`src/rtl/watch_core_param.sv`:
```
// watch_core_param: hh:mm:ss timekeeper with SET-mode field editing,
// 12/24-hour display conversion and an hh:mm alarm held for ALARM_LEN ticks.
module watch_core_param #(
  parameter int TICK_CYCLES = 100_000_000,
  parameter int CNT_W       = 27,
  parameter int ALARM_LEN   = 10
) (
  input  logic       clk,
  input  logic       reset_p,
  input  logic       mode_pulse,
  input  logic       sel_pulse,
  input  logic       up_pulse,
  input  logic       down_pulse,
  input  logic       clear_pulse,
  input  logic       mode_12h,
  input  logic       alarm_en,
  input  logic [7:0] alarm_hour,
  input  logic [7:0] alarm_min,
  output logic [7:0] sec,
  output logic [7:0] min,
  output logic [7:0] hour,
  output logic [7:0] disp_hour,
  output logic       pm,
  output logic       set_mode,
  output logic [1:0] field_sel,
  output logic       tick,
  output logic       alarm
);
  typedef enum logic {RUN, SET} state_t;
  state_t           r_state, w_state;
  logic [CNT_W-1:0] r_cnt, w_cnt;
  logic [7:0]       r_sec, r_min, r_hour, w_sec, w_min, w_hour, r_acnt, w_acnt;
  logic [1:0]       r_fsel, w_fsel;
  logic             r_tick, w_tick, r_alarm, w_alarm, w_wrap, w_edit, w_clr, w_hit;

  function automatic logic [7:0] f_step(input logic [7:0] v, input logic [7:0] mx, input logic inc);
    return inc ? (v == mx ? 8'd0 : v + 8'd1) : (v == 8'd0 ? mx : v - 8'd1);
  endfunction

  assign w_wrap = r_state == RUN && r_cnt == CNT_W'(TICK_CYCLES - 1);
  assign w_clr  = r_state == SET && clear_pulse;
  assign w_edit = r_state == SET && !clear_pulse && (up_pulse ^ down_pulse);

  always_comb begin
    w_state = mode_pulse ? (r_state == RUN ? SET : RUN) : r_state;
    w_cnt   = (r_state == RUN && !w_wrap) ? r_cnt + 1'b1 : '0;
    w_tick  = w_wrap;
    w_sec   = r_sec;
    w_min   = r_min;
    w_hour  = r_hour;
    w_fsel  = r_fsel;
    if (w_wrap) begin
      w_sec  = f_step(r_sec, 8'd59, 1'b1);
      w_min  = r_sec == 8'd59 ? f_step(r_min, 8'd59, 1'b1) : r_min;
      w_hour = (r_sec == 8'd59 && r_min == 8'd59) ? f_step(r_hour, 8'd23, 1'b1) : r_hour;
    end
    if (w_clr) begin
      w_sec  = '0;
      w_min  = '0;
      w_hour = '0;
    end
    // edits wrap inside the selected field only, never carrying
    if (w_edit) begin
      w_sec  = r_fsel == 2'd0 ? f_step(r_sec, 8'd59, up_pulse) : r_sec;
      w_min  = r_fsel == 2'd1 ? f_step(r_min, 8'd59, up_pulse) : r_min;
      w_hour = r_fsel == 2'd2 ? f_step(r_hour, 8'd23, up_pulse) : r_hour;
    end
    if (r_state == SET && sel_pulse) w_fsel = r_fsel == 2'd2 ? 2'd0 : r_fsel + 2'd1;
    w_hit   = w_wrap && alarm_en && w_sec == 8'd0 && w_min == alarm_min && w_hour == alarm_hour;
    w_alarm = r_alarm;
    w_acnt  = r_acnt;
    if (!alarm_en || mode_pulse) begin
      w_alarm = 1'b0;
      w_acnt  = '0;
    end else if (w_hit) begin
      w_alarm = 1'b1;
      w_acnt  = 8'(ALARM_LEN);
    end else if (w_wrap && r_alarm) begin
      w_acnt  = r_acnt - 8'd1;
      w_alarm = r_acnt != 8'd1;
    end
  end

  always_ff @(posedge clk) begin
    if (reset_p) begin
      r_state <= RUN;
      r_cnt   <= '0;
      r_sec   <= '0;
      r_min   <= '0;
      r_hour  <= '0;
      r_fsel  <= '0;
      r_tick  <= 1'b0;
      r_alarm <= 1'b0;
      r_acnt  <= '0;
    end else begin
      r_state <= w_state;
      r_cnt   <= w_cnt;
      r_sec   <= w_sec;
      r_min   <= w_min;
      r_hour  <= w_hour;
      r_fsel  <= w_fsel;
      r_tick  <= w_tick;
      r_alarm <= w_alarm;
      r_acnt  <= w_acnt;
    end
  end

  assign sec       = r_sec;
  assign min       = r_min;
  assign hour      = r_hour;
  assign set_mode  = r_state == SET;
  assign field_sel = r_fsel;
  assign tick      = r_tick;
  assign alarm     = r_alarm;
  assign pm        = r_hour >= 8'd12;
  assign disp_hour = !mode_12h ? r_hour : r_hour == 8'd0 ? 8'd12 : r_hour > 8'd12 ? r_hour - 8'd12 : r_hour;
endmodule

```
`config.mk`:
```
export PLATFORM = sky130hd
export DESIGN_NAME = watch_core_param
export DESIGN_NICKNAME = d
export VERILOG_FILES = /design/src/rtl/watch_core_param.sv
export SDC_FILE = /design/constraint.sdc
export NUM_CORES = 1
export LEC_CHECK = 0
export CAP_MARGIN = 10
export CORE_ASPECT_RATIO = 0.5
export CORE_MARGIN = 8
export CORE_UTILIZATION = 50
export CTS_CLUSTER_SIZE = 20
export DETAILED_ROUTE_END_ITERATION = 10
export HOLD_SLACK_MARGIN = 0.08
export MAX_ROUTING_LAYER = met4
export PLACE_DENSITY = 0.8
export SYNTH_ARGS = -nofsm -noshare
export SYNTH_HDL_FRONTEND = slang
export SYNTH_SLANG_ARGS = --single-unit
```
`constraint.sdc`:
```
create_clock -name clk -period 4.95 [get_ports clk]
set_clock_uncertainty 0.2 [all_clocks]
set_input_delay 0.7425 -clock clk [delete_from_list [all_inputs] [get_ports clk]]
set_output_delay 0.7425 -clock clk [all_outputs]
set_load 0.01 [all_outputs]
```
; After elaboration in Yosys (flattened, before gate mapping)
; Cells that the tools add are included.
[op_classes]
bitwise = 3
n_reduce_logical = 25
n_eq_ne = 9
n_lt_le_gt_ge = 2
muxes = 32
n_addsub = 10
[ops]
columns = cell, n
row1 = $mux W8, 26
row2 = $logic_not A8 Y1, 4
row3 = $sub A8 B1 Y8 const B, 4
row4 = $add A27 B1 Y27 const B, 1
row5 = $eq A27 B27 Y1 const B, 1
row6 = $add A8 B1 Y8 const B, 3
row7 = $eq A8 B6 Y1 const B, 2
row8 = $eq A8 B8 Y1, 2
row9 = $logic_and A1 B1 Y1, 12
row10 = $eq A8 B5 Y1 const B, 1
row11 = $ge A8 B4 Y1 const B, 1
row12 = $gt A8 B4 Y1 const B, 1
row13 = $mux W4, 2
row14 = $ne A8 B1 Y1 const B, 1
row15 = $sub A8 B4 Y8 const B, 1
row16 = $reduce_or A2 Y1, 2
row17 = $logic_not A1 Y1, 3
row18 = $mux W1, 3
row19 = $reduce_or A3 Y1, 1
row20 = $add A2 B1 Y2 const B, 1
row21 = $eq A2 B1 Y1 const B, 1
row22 = $eq A2 B2 Y1 const B, 1
row23 = $logic_not A2 Y1, 1
row24 = $mux W2, 1
row25 = other kinds (4), 5
[totals]
output_inout_bits = 38
reg_bits = 64

; Depth between registers and ports, before layout
; Gate-level depths: netlist of run 1.
[logic_depth]
ltp_word = 10
depth_mapped = 13
mapped_depth_nobuf = 11

; Least setup slack after synthesis of run 1
; Ideal clock, no wire load.
[synth_timing]
path_type = reg-to-reg
from = register r_sec[1] (netlist: sec[1])
to = register r_alarm (netlist: alarm)
path_slack_ps = 1251
stages_incl_launch_ff = 11
synth_period_minus_slack_ps = 3699
t_required_ps = 4681
arrival_time_ps = 3430
path_cell_list = dfxtp_1 ha_1 nor4b_4 nand4_1 nor4_1 mux2_2 a211oi_1 nand4_1 or4_1 or4_4 o21ai_1
[synth_between]
elab_chain_cells = 10
elab_cells_between_ends = 28
[synth_rtl]
columns = item, line_no
row1 = from (decl), 32  ; logic [7:0] r_sec, r_min, r_hour, w_sec, w_min, w_hour, r_acnt, w_acnt;
row2 = from (signal assigned), 98  ; r_sec <= w_sec;
row3 = "$add A8 B1 Y8, or another cell as far along", 37  ; return inc ? (v == mx ? 8'd0 : v + 8'd1) : (v == 8'd0 ? mx : v - 8'd1);
row4 = $mux W8, 37
row5 = $mux W8 (on tied branches), "52, 37"
row6 = $mux W8 (on tied branches), "57, 64"
row7 = $mux W8, 63  ; if (w_edit) begin
row8 = $logic_not A8 Y1, 69  ; w_hit = w_wrap && alarm_en && w_sec == 8'd0 && w_min == alarm_min && w_hour == alarm_hour;
row9 = $logic_and A1 B1 Y1 (2 in series), 69
row10 = $logic_and A1 B1 Y1 (*), 69
row11 = $mux W1 or $reduce_bool A2 Y1 (tied branches), --
row12 = to (signal assigned), 103  ; r_alarm <= w_alarm;
row13 = to (decl), 34  ; logic r_tick, w_tick, r_alarm, w_alarm, w_wrap, w_edit, w_clr, w_hit;
; Mark *: on every way between the ends. The rest lies on a longest branch, timed or not.
; A chain may end at the register's enable or synchronous reset.

; Final worst setup path of run 1
[layout_timing]
from = register r_min[1] (netlist: min[1])
to = register r_acnt[0]
[layout_between]
elab_chain_cells = 10
elab_cells_between_ends = 22
[layout_rtl]
columns = item, line_no
row1 = from (decl), 32
row2 = from (signal assigned), 99  ; r_min <= w_min;
row3 = $add A8 B1 Y8 or $eq A8 B6 Y1 (tied branches), "37, 55"
row4 = $mux W8, 37
row5 = $mux W8, 54  ; w_min = r_sec == 8'd59 ? f_step(r_min, 8'd59, 1'b1) : r_min;
row6 = $mux W8, 52  ; if (w_wrap) begin
row7 = $mux W8, 57  ; if (w_clr) begin
row8 = $mux W8, 63
row9 = $eq A8 B8 Y1, 69
row10 = $logic_and A1 B1 Y1, 69
row11 = $logic_and A1 B1 Y1 (*), 69
row12 = $reduce_or A3 Y1 (no line) (*), --
row13 = to (signal assigned), 104  ; r_acnt <= w_acnt;
row14 = to (decl), 32
; Marks and branches as above.

==> flow_summary.ini, run 1 <==
[floorplanning]
rows = 26
die_h_um = 88.6
io_pins = 63
dieArea_mm2 = 0.0143
die_w_um = 161
core-area_mm2 = 0.0102
start_util_pct = 51.4

[power_and_ir_drop]
p_leak_nw = 2.24
power.total_mw = 1.40
combPwrFrac_pct = 11.8
power.share.clock_pct = 49.9
power_density_mw_per_mm2 = 222
peakVddDrop_mv = 0.169
seqPwrFrac_pct = 38.4
p_switching_mw = 0.364
power.share.switching_pct = 26.0
p_int_mw = 1.03

[sta]
slew_violations = 0
period_needed_ps = 4380
setup_ws_ps = 566
rsz0062_at_grt = false
tightest_slew_ps = 830
maxSlewHeadroom_pct = 44.6
final.period_utilization_pct = 88.6
setup_viol = 0
setup_total_negative_slack_ps = 0
final-hold-violation-count = 0
max_freq_mhz = 228

[detailed_routing]
vias = 5821
top_layer_used = met4
routedWlPerCell_um = 18.7
drt-total-wl_um = 16700
met1_length_um = 6920
route.met3.wl_um = 2000
first_iter_violations = 490
ant_nets = 0
viasPerCell = 6.53
met2_length_um = 7230
drtPass1Iterations = 5
route.detailed.drc = 0

[yosys]
synth_area_mm2 = 0.00527
synth_cell_types = 74
synth-main-ff-cell = dfxtp_1
yosysTopAreaCell = dfxtp_1
synth.top_cell.area_share_pct = 24.3
syn_avg_cell_area_um2 = 7.40
yosysMostFrequentCell = nor2_1
synth-xor-area-share_pct = 8.14
synthSimpleGateAreaFrac_pct = 33.4
synth_top_family_by_area = simple AND/OR/NAND/NOR gates
synth-adder-area-share_pct = 3.32
synth-edff-count = 0
syn_inst = 712
synthArstFlopShare_pct = 0
ys_seq_area_share_pct = 24.3
synth_fp_nets = 751
synthMuxAreaShare_pct = 1.95
ys_top_cells_by_area = dfxtp_1 (24%), nor2_1 (5.9%), xor2_1 (5.2%), nand3_1 (4.2%), nand2_1 (3.8%)
ys_ff_latch = 64
yosysWarnings = 0
netlist_top_cells_count = nor2_1 (83), dfxtp_1 (64), nand2_1 (53)
synth_compound_area_share_pct = 23.0

[final_layout]
diodes = 0
fin_util_pct = 61.6
num-fill-cells = 916
regArea_mm2 = 0.00128
multiInputGateArea_mm2 = 0.00368
nNetsFinal = 786
drive_gt1_share_pct = 7.18
syn_to_final_growth_pct = 19.7

[setup_path]
cp.required_ps = 4950
critPathKind = reg -> reg
startpoint_type = flop
cp-end-kind = flop
timing.rr.end = r_acnt[0]
r2r-start = min[1]
crit_arrival_ps = 4390
r2r_slack_ps = 570
reg2reg_depth = 10
worst-path-max-fanout = 11

[cts]
cts.path.max_buffers = 2
postCtsHoldBufs = 0
insertion_delay_ps = 340
root_buffer = clkbuf_16
cts_sinks = 64
cts_tree = yes
clk_pin_slew_worst_paths_ps = 60
h-tree-depth = 3
cts_made_buffers = 9

[hold_path]
hold_end = r_cnt[0]
hp-class = reg -> reg
hp-start = r_cnt[0]
whs_path_depth = 1

[flow_run]
max_cap_violations = 0

[placement]
dp_hpwl_um = 12000
numPortBuffers = 62
gp_congestion = 0.962
dp_slack_ps = 442

[status]
status = complete, no violations

[global_route]
gr-total-overflow = 0
grt_pass1_wl_um = 27500
grt_pass1_vias = 5380
grt_max_degree = 32
antenna_found_initial = 0
grt_use_total_pct = 24.0
-- repair_timing --
item,4_1_cts,5_1_grt
endpoints found under the setup margin,0,8
setup buffers,0,0
gates resized for setup,0,1
-- final cells by class --
cell class | count | share of cell area (%)
repair buffers | 81 | 12.1
clock inverters | 7 | 1.59
well taps | 140 | 2.78
inverters | 22 | 1.31
multi-input cells | 569 | 58.4
flip-flops and latches | 64 | 20.3
clock buffers | 9 | 3.57
-- critical path, stage by stage, from the launching register on --
cell	delay (ps)
dfxtp_1	560
ha_1	340
or4b_1	640
nor2_4	260
o2111ai_1	200
a32o_1	310
or3_1	340
a211oi_1	490
nand4_1	270
o31ai_2	540
nor2_1	90
-- power groups by stage --
stage | clock network [mW] | logic (mW) | registers, mW
global placement | 0 | 0.157 | 0.547
CTS | 0.711 | 0.160 | 0.536
floorplan | 0 | 0.0987 | 0.539
finish | 0.698 | 0.165 | 0.537
detailed placement | 0 | 0.159 | 0.547
global route | 0.737 | 0.176 | 0.538
-- registers in the layout, indices dropped and copies added, names as in the netlist --
register / count
tick: 1
sec: 8
min: 8
alarm: 1
hour: 8
field_sel: 2
set_mode: 1
r_acnt: 8
r_cnt: 27
-- cells by family (layout without fill, tap and decap cells) --
family                     after synthesis  in the layout
DFF                                     64             64
xor gates and xnor gates                49             49
buffers and inverters                   79            119
adders and majority gates               14             14
AOI/OAI and AO/OA                      175            175
muxes                                   10             10
and+or+nand+nor                        321            321
-- layer usage --
| metal | track usage, % | vias to the layer above |
|---|---|---|
| li1 | - | 2728 |
| met3 | 7.15 | 53 |
| met1 | 29.8 | 2677 |
| met5 | - | - |
| met4 | 10.6 | 0 |
| met2 | 35.9 | 363 |
-- worst max-delay path by stage --
stage	cells past startpoint	end	slack, ps	from
6_report	10	r_acnt[0]	570	min[1]
4_1_cts	10	r_acnt[0]	430	min[1]
2_1_floorplan	10	alarm	1250	sec[1]
5_1_grt	10	r_acnt[0]	100	min[1]
3_5_place_dp	10	r_acnt[0]	440	min[1]
3_3_place_gp	10	r_acnt[7]	510	min[1]
-- cells in the final DEF, fill, tap and decap left out, types with 16 or more instances in the layout --
cell	instances
o21ai_0	25
nand2_1	53
inv_1	22
and3_1	24
dfxtp_1	64
a21oi_1	36
nor2_1	83
nand4_1	20
xor2_1	31
nand3_1	44
buf_4	19
clkdlybuf4s50_1	62
xnor2_1	18
nor3_1	16
-- through the flow --
| step | hold WS, ps | cell area (um2) | std cells |
|---|---|---|---|
| after detailed placement | 238 | 5980 | 876 |
| after global routing | 289 | 6310 | 892 |
| after global placement | 227 | 5980 | 876 |
| after floorplan | 218 | 5270 | 712 |
| after CTS | 249 | 6310 | 892 |
| final | 243 | 6310 | 892 |
Note: power is estimated with default switching activity, not from simulation.
==> run 2: changes to the inputs <==
--- a/config.mk
+++ b/config.mk
@@ -11,9 +11,11 @@
 export CORE_UTILIZATION = 50
 export CTS_CLUSTER_SIZE = 20
 export DETAILED_ROUTE_END_ITERATION = 10
+export GPL_ROUTABILITY_DRIVEN = 0
 export HOLD_SLACK_MARGIN = 0.08
 export MAX_ROUTING_LAYER = met4
 export PLACE_DENSITY = 0.8
+export RECOVER_POWER = 25
 export SYNTH_ARGS = -nofsm -noshare
 export SYNTH_HDL_FRONTEND = slang
 export SYNTH_SLANG_ARGS = --single-unit
==> run 2 against run 1 <==
Compared with the run above:
- maximum frequency fell by 3.4%
- cell count is 0.22% lower
- sequential power about the same
- sequential share of layout area increased by 0.052 points
- clock power is 0.9% higher
- highest routed layer unchanged
- first-iteration DRC count grew 22%
- largest cell class unchanged
- utilization decreased by 0.16 points
- via count down 1.9%
- flip-flop and latch count did not move
- critical path type unchanged
==> flow_summary.ini, run 2 (same netlist as run 1, synthesis figures left out) <==
[cts]
post_cts.repair.setup_buffers = 0
postCtsHoldBufs = 0
cts.path.max_buffers = 2
root_buffer = clkbuf_16
h-tree-depth = 3
clk_pin_slew_worst_paths_ps = 50
cts_resized = 0
cts_made_buffers = 9
cts_sinks = 64
insertion_delay_ps = 340
cts_tree = yes

[floorplanning]
start_util_pct = 51.4
core-area_mm2 = 0.0102
dieArea_mm2 = 0.0143
die_h_um = 88.6
rows = 26
io_pins = 63
die_w_um = 161

[setup_path]
startpoint_type = flop
worst-path-max-fanout = 11
max_stage_delay_ps = 580
crit_arrival_ps = 4540
cp-end-kind = flop
cp.required_ps = 4950
crit_family = simple AND/OR/NAND/NOR gates
crit_buf_inv = 0
slowest_stage = or4_1
cp_common_cell = nand4_1
crit_chain = ha_1 > nor4b_1 > nand4_1 > nor4_2 > mux2_2 > a211oi_1 > nand4_1 > or4_1 > o31ai_2 > nor2_1
critPathKind = reg -> reg

[detailed_routing]
viasPerCell = 6.41
ant_nets = 0
route.detailed.drc = 0
drtPass1Iterations = 6
drt-total-wl_um = 16300
routedWlPerCell_um = 18.3
vias = 5708
first_iter_violations = 598

[final_layout]
largest_register_ffs = 27
regMostFlops = r_cnt
final_cell_mix = nor2_1 (83), dfxtp_1 (64), nand2_1 (53)
design_area_mm2 = 0.00630
drive_gt1_share_pct = 6.54
regArea_mm2 = 0.00128
final_cell_count_no_fill = 890
multiInputGateArea_mm2 = 0.00368
final_common_cell = nor2_1
nNetsFinal = 783
num-fill-cells = 939
syn_to_final_growth_pct = 19.4

[sta]
rsz0062_at_grt = false
max_freq_mhz = 220
slew_violations = 0
setup_ws_ps = 414
setup_viol = 0
fin_hold_ws_ps = 244
maxSlewHeadroom_pct = 9.56
period_needed_ps = 4540
final-hold-violation-count = 0
final.period_utilization_pct = 91.6
tightest_slew_ps = 1360
setup_total_negative_slack_ps = 0

[power_and_ir_drop]
p_leak_nw = 2.30
power_density_mw_per_mm2 = 223
peakVddDrop_mv = 0.181
p_switching_mw = 0.346
power.share.switching_pct = 24.7
combPwrFrac_pct = 11.7
seqPwrFrac_pct = 38.1
p_int_mw = 1.06
power.share.clock_pct = 50.2

[global_route]
grt_pass1_vias = 5095
grt_pass1_wl_um = 26500
gr-total-overflow = 0
antenna_found_initial = 1
grt_max_degree = 31
grt_use_total_pct = 23.3

[placement]
dp.cells = 873
place_area_mm2 = 0.00596
dp_slack_ps = 369
numPortBuffers = 62
dp_hpwl_um = 11700

[hold_path]
hp-class = reg -> reg

[flow_run]
max_cap_violations = 0

[status]
status = complete, no violations
[run 2: cell types whose count changed in the layout (fill, tap and decap cells not counted), moves of 2 or more]
cell	delta
clkbuf_1	+2
clkdlybuf4s50_1	-22
inv_6	-3
clkbuf_8	+2
dlygate4sd3_1	+22
buf_4	-4
[run 2: worst register-to-register path, delay by kind of cell (launching register included)]
family / cells / cell delay [ps]
muxes: 1 / 380
adders and majority gates: 1 / 350
and+or+nand+nor: 6 / 2160
AOI/OAI and AO/OA: 2 / 760
DFF: 1 / 560
[run 2: per-stage QoR]
stage	util, %	total power, mW
final	61.4	1.40
after detailed placement	58.1	0.705
after floorplan	-	0.637
after global routing	61.4	1.45
after CTS	61.4	1.41
after global placement	58.1	0.702
[run 2: power by group through the flow]
| stage | sequential, mW | clock, mW | combinational, mW |
|---|---|---|---|
| floorplan | 0.539 | 0 | 0.0987 |
| global placement | 0.544 | 0 | 0.158 |
| detailed placement | 0.545 | 0 | 0.160 |
| CTS | 0.533 | 0.717 | 0.161 |
| global route | 0.535 | 0.736 | 0.177 |
| finish | 0.534 | 0.704 | 0.165 |
[run 2: path summary, 6_finish.rpt]
check        slack, ps  startpoint        end  cells after the start
max                410      min[0]  r_acnt[7]                     10
min                240    r_cnt[0]   r_cnt[0]                      1
max reg2reg        410      min[0]  r_acnt[7]                     10
min reg2reg        240    r_cnt[0]   r_cnt[0]                      1
[run 2: layout make-up]
type	count	share of cell area [%]
Tap cell	140	2.78
Inverter	22	1.31
Sequential cell	64	20.3
Timing Repair Buffer	78	11.7
Multi-Input combinational cell	569	58.5
Antenna cell	1	0.0397
Clock inverter	4	1.21
Clock buffer	12	4.07
[run 2: layer usage]
| metal | routed length [um] | up-vias | GRT usage (%) |
|---|---|---|---|
| met5 | 0 | - | - |
| met3 | 1910 | 50 | 6.08 |
| met2 | 7130 | 341 | 36.4 |
| li1 | - | 2719 | - |
| met4 | 380 | 0 | 8.59 |
| met1 | 6860 | 2598 | 28.9 |
==> run 3: changes to the inputs <==
--- a/config.mk
+++ b/config.mk
@@ -14,7 +14,7 @@
 export GPL_ROUTABILITY_DRIVEN = 0
 export HOLD_SLACK_MARGIN = 0.08
 export MAX_ROUTING_LAYER = met4
-export PLACE_DENSITY = 0.8
+export PLACE_DENSITY_LB_ADDON = 0.15
 export RECOVER_POWER = 25
 export SYNTH_ARGS = -nofsm -noshare
 export SYNTH_HDL_FRONTEND = slang
==> run 3 against run 2 <==
Compared with the run above:
- clock-buffer cell count shrank 2
- highest routed layer unchanged
- cell area shrank 0.38%
- via count is 0.96% lower
- largest power group unchanged
- flip-flop and latch count stayed put
==> flow_summary.ini, run 3 (same netlist as run 1, synthesis figures left out) <==
[status]
status = complete, no violations

[final_layout]
regMostFlops = r_cnt
design_area_mm2 = 0.00627
num-fill-cells = 972
regArea_mm2 = 0.00128
drive_gt1_share_pct = 6.68
multiInputGateArea_mm2 = 0.00368
fin_util_pct = 61.2
final_common_cell = nor2_1
final_cell_mix = nor2_1 (83), dfxtp_1 (64), nand2_1 (53)
syn_to_final_growth_pct = 19.0
largest_register_ffs = 27
nNetsFinal = 783
diodes = 0

[cts]
root_buffer = clkbuf_16
h-tree-depth = 3
cts_tree = yes
cts.path.max_buffers = 2
insertion_delay_ps = 340
postCtsHoldBufs = 0
clk_pin_slew_worst_paths_ps = 60
cts_made_buffers = 9
cts_sinks = 64

[setup_path]
r2r_slack_ps = 340
crit_arrival_ps = 4620
critPathKind = reg -> reg
cp-end-kind = flop
crit_buf_inv = 0
slowest_stage = nor4b_1
crit_family = simple AND/OR/NAND/NOR gates
cp_num_cells = 10
max_stage_delay_ps = 590
cp.required_ps = 4960
cp_common_cell = nand4_1
timing.rr.end = r_acnt[7]
crit_chain = ha_1 > nor4b_1 > nand4_1 > nor4_2 > mux2_2 > a211oi_1 > nand4_1 > or4_1 > o31ai_2 > nor2_1
startpoint_type = flop
r2r-start = min[1]
worst-path-max-fanout = 11
reg2reg_depth = 10

[global_route]
grt_use_total_pct = 24.0
grt_pass1_wl_um = 27000
grt_max_degree = 28
gr-total-overflow = 0
grt_pass1_vias = 5200
antenna_found_initial = 0

[sta]
tightest_slew_ps = 1400
maxSlewHeadroom_pct = 6.99
setup_ws_ps = 335
period_needed_ps = 4610
max_freq_mhz = 217
setup_total_negative_slack_ps = 0
fin_hold_ws_ps = 253
final-hold-violation-count = 0
final.period_utilization_pct = 93.2
setup_viol = 0
rsz0062_at_grt = false
slew_violations = 0

[power_and_ir_drop]
seqPwrFrac_pct = 38.9
power.share.switching_pct = 27.5
combPwrFrac_pct = 11.8
peakVddDrop_mv = 0.166
p_int_mw = 0.998
power_density_mw_per_mm2 = 220
power.share.clock_pct = 49.3
p_leak_nw = 2.29
p_switching_mw = 0.379

[hold_path]
hp-class = reg -> reg
hold_end = r_cnt[0]
whs_path_depth = 1
hp-start = r_cnt[0]

[detailed_routing]
drtPass1Iterations = 6
vias = 5653
routedWlPerCell_um = 18.5
drt-total-wl_um = 16400
first_iter_violations = 478
viasPerCell = 6.36
route.detailed.drc = 0
ant_nets = 0

[placement]
numPortBuffers = 62
dp_slack_ps = 278
place_area_mm2 = 0.00596
dp_hpwl_um = 11800

[floorplanning]
die_h_um = 88.6
die_w_um = 161
rows = 26
start_util_pct = 51.4
dieArea_mm2 = 0.0143
io_pins = 63
core-area_mm2 = 0.0102

[flow_run]
max_cap_violations = 0
## run 3: metrics by stage
stage               cells  power, mW
floorplan             712      0.637
global placement      873      0.705
detailed placement    873      0.707
CTS                   889       1.39
global route          889       1.43
finish                889       1.38
## run 3: final cells by class
type | instances | area share, %
sequential | 64 | 20.4
timing repair buffer | 78 | 11.7
inverter | 22 | 1.32
clock buffer | 10 | 3.81
tap | 140 | 2.79
clock inverter | 6 | 1.16
multi-input combinational | 569 | 58.7
## run 3: worst reg2reg max path, stage by stage, from the launching register on
cell      delay, ps
dfxtp_1         570
ha_1            340
nor4b_1         590
nand4_1         390
nor4_2          440
mux2_2          390
a211oi_1        290
nand4_1         130
or4_1           590
o31ai_2         470
nor2_1          100
## run 3: worst max-delay path by stage
stage,from,endpoint,slack (ps)
detailed placement,min[1],r_acnt[6],280
floorplan,sec[1],alarm,1250
CTS,min[1],r_acnt[7],260
finish,min[1],r_acnt[7],340
global placement,min[1],r_acnt[2],440
global route,min[0],r_acnt[7],20
## run 3: metal layers
layer / GRT usage (%) / part of all wire, % / up-vias
met1: 30.7 / 44 / 2612
met5: - / 0 / -
met4: 8.09 / 1.9 / 0
met2: 35.9 / 43 / 290
li1: - / - / 2718
met3: 6.59 / 11 / 33
## run 3: power groups by stage
stage	Combinational [mW]	Sequential (mW)	Clock, mW
floorplan	0.0987	0.539	0
global placement	0.158	0.547	0
detailed placement	0.160	0.547	0
CTS	0.160	0.536	0.691
global route	0.176	0.537	0.715
finish	0.162	0.536	0.678
## run 3: repair_timing
item,in CTS,in global routing
buffers inserted,0,0
gates resized for setup,0,1
setup endpoints to repair,0,8
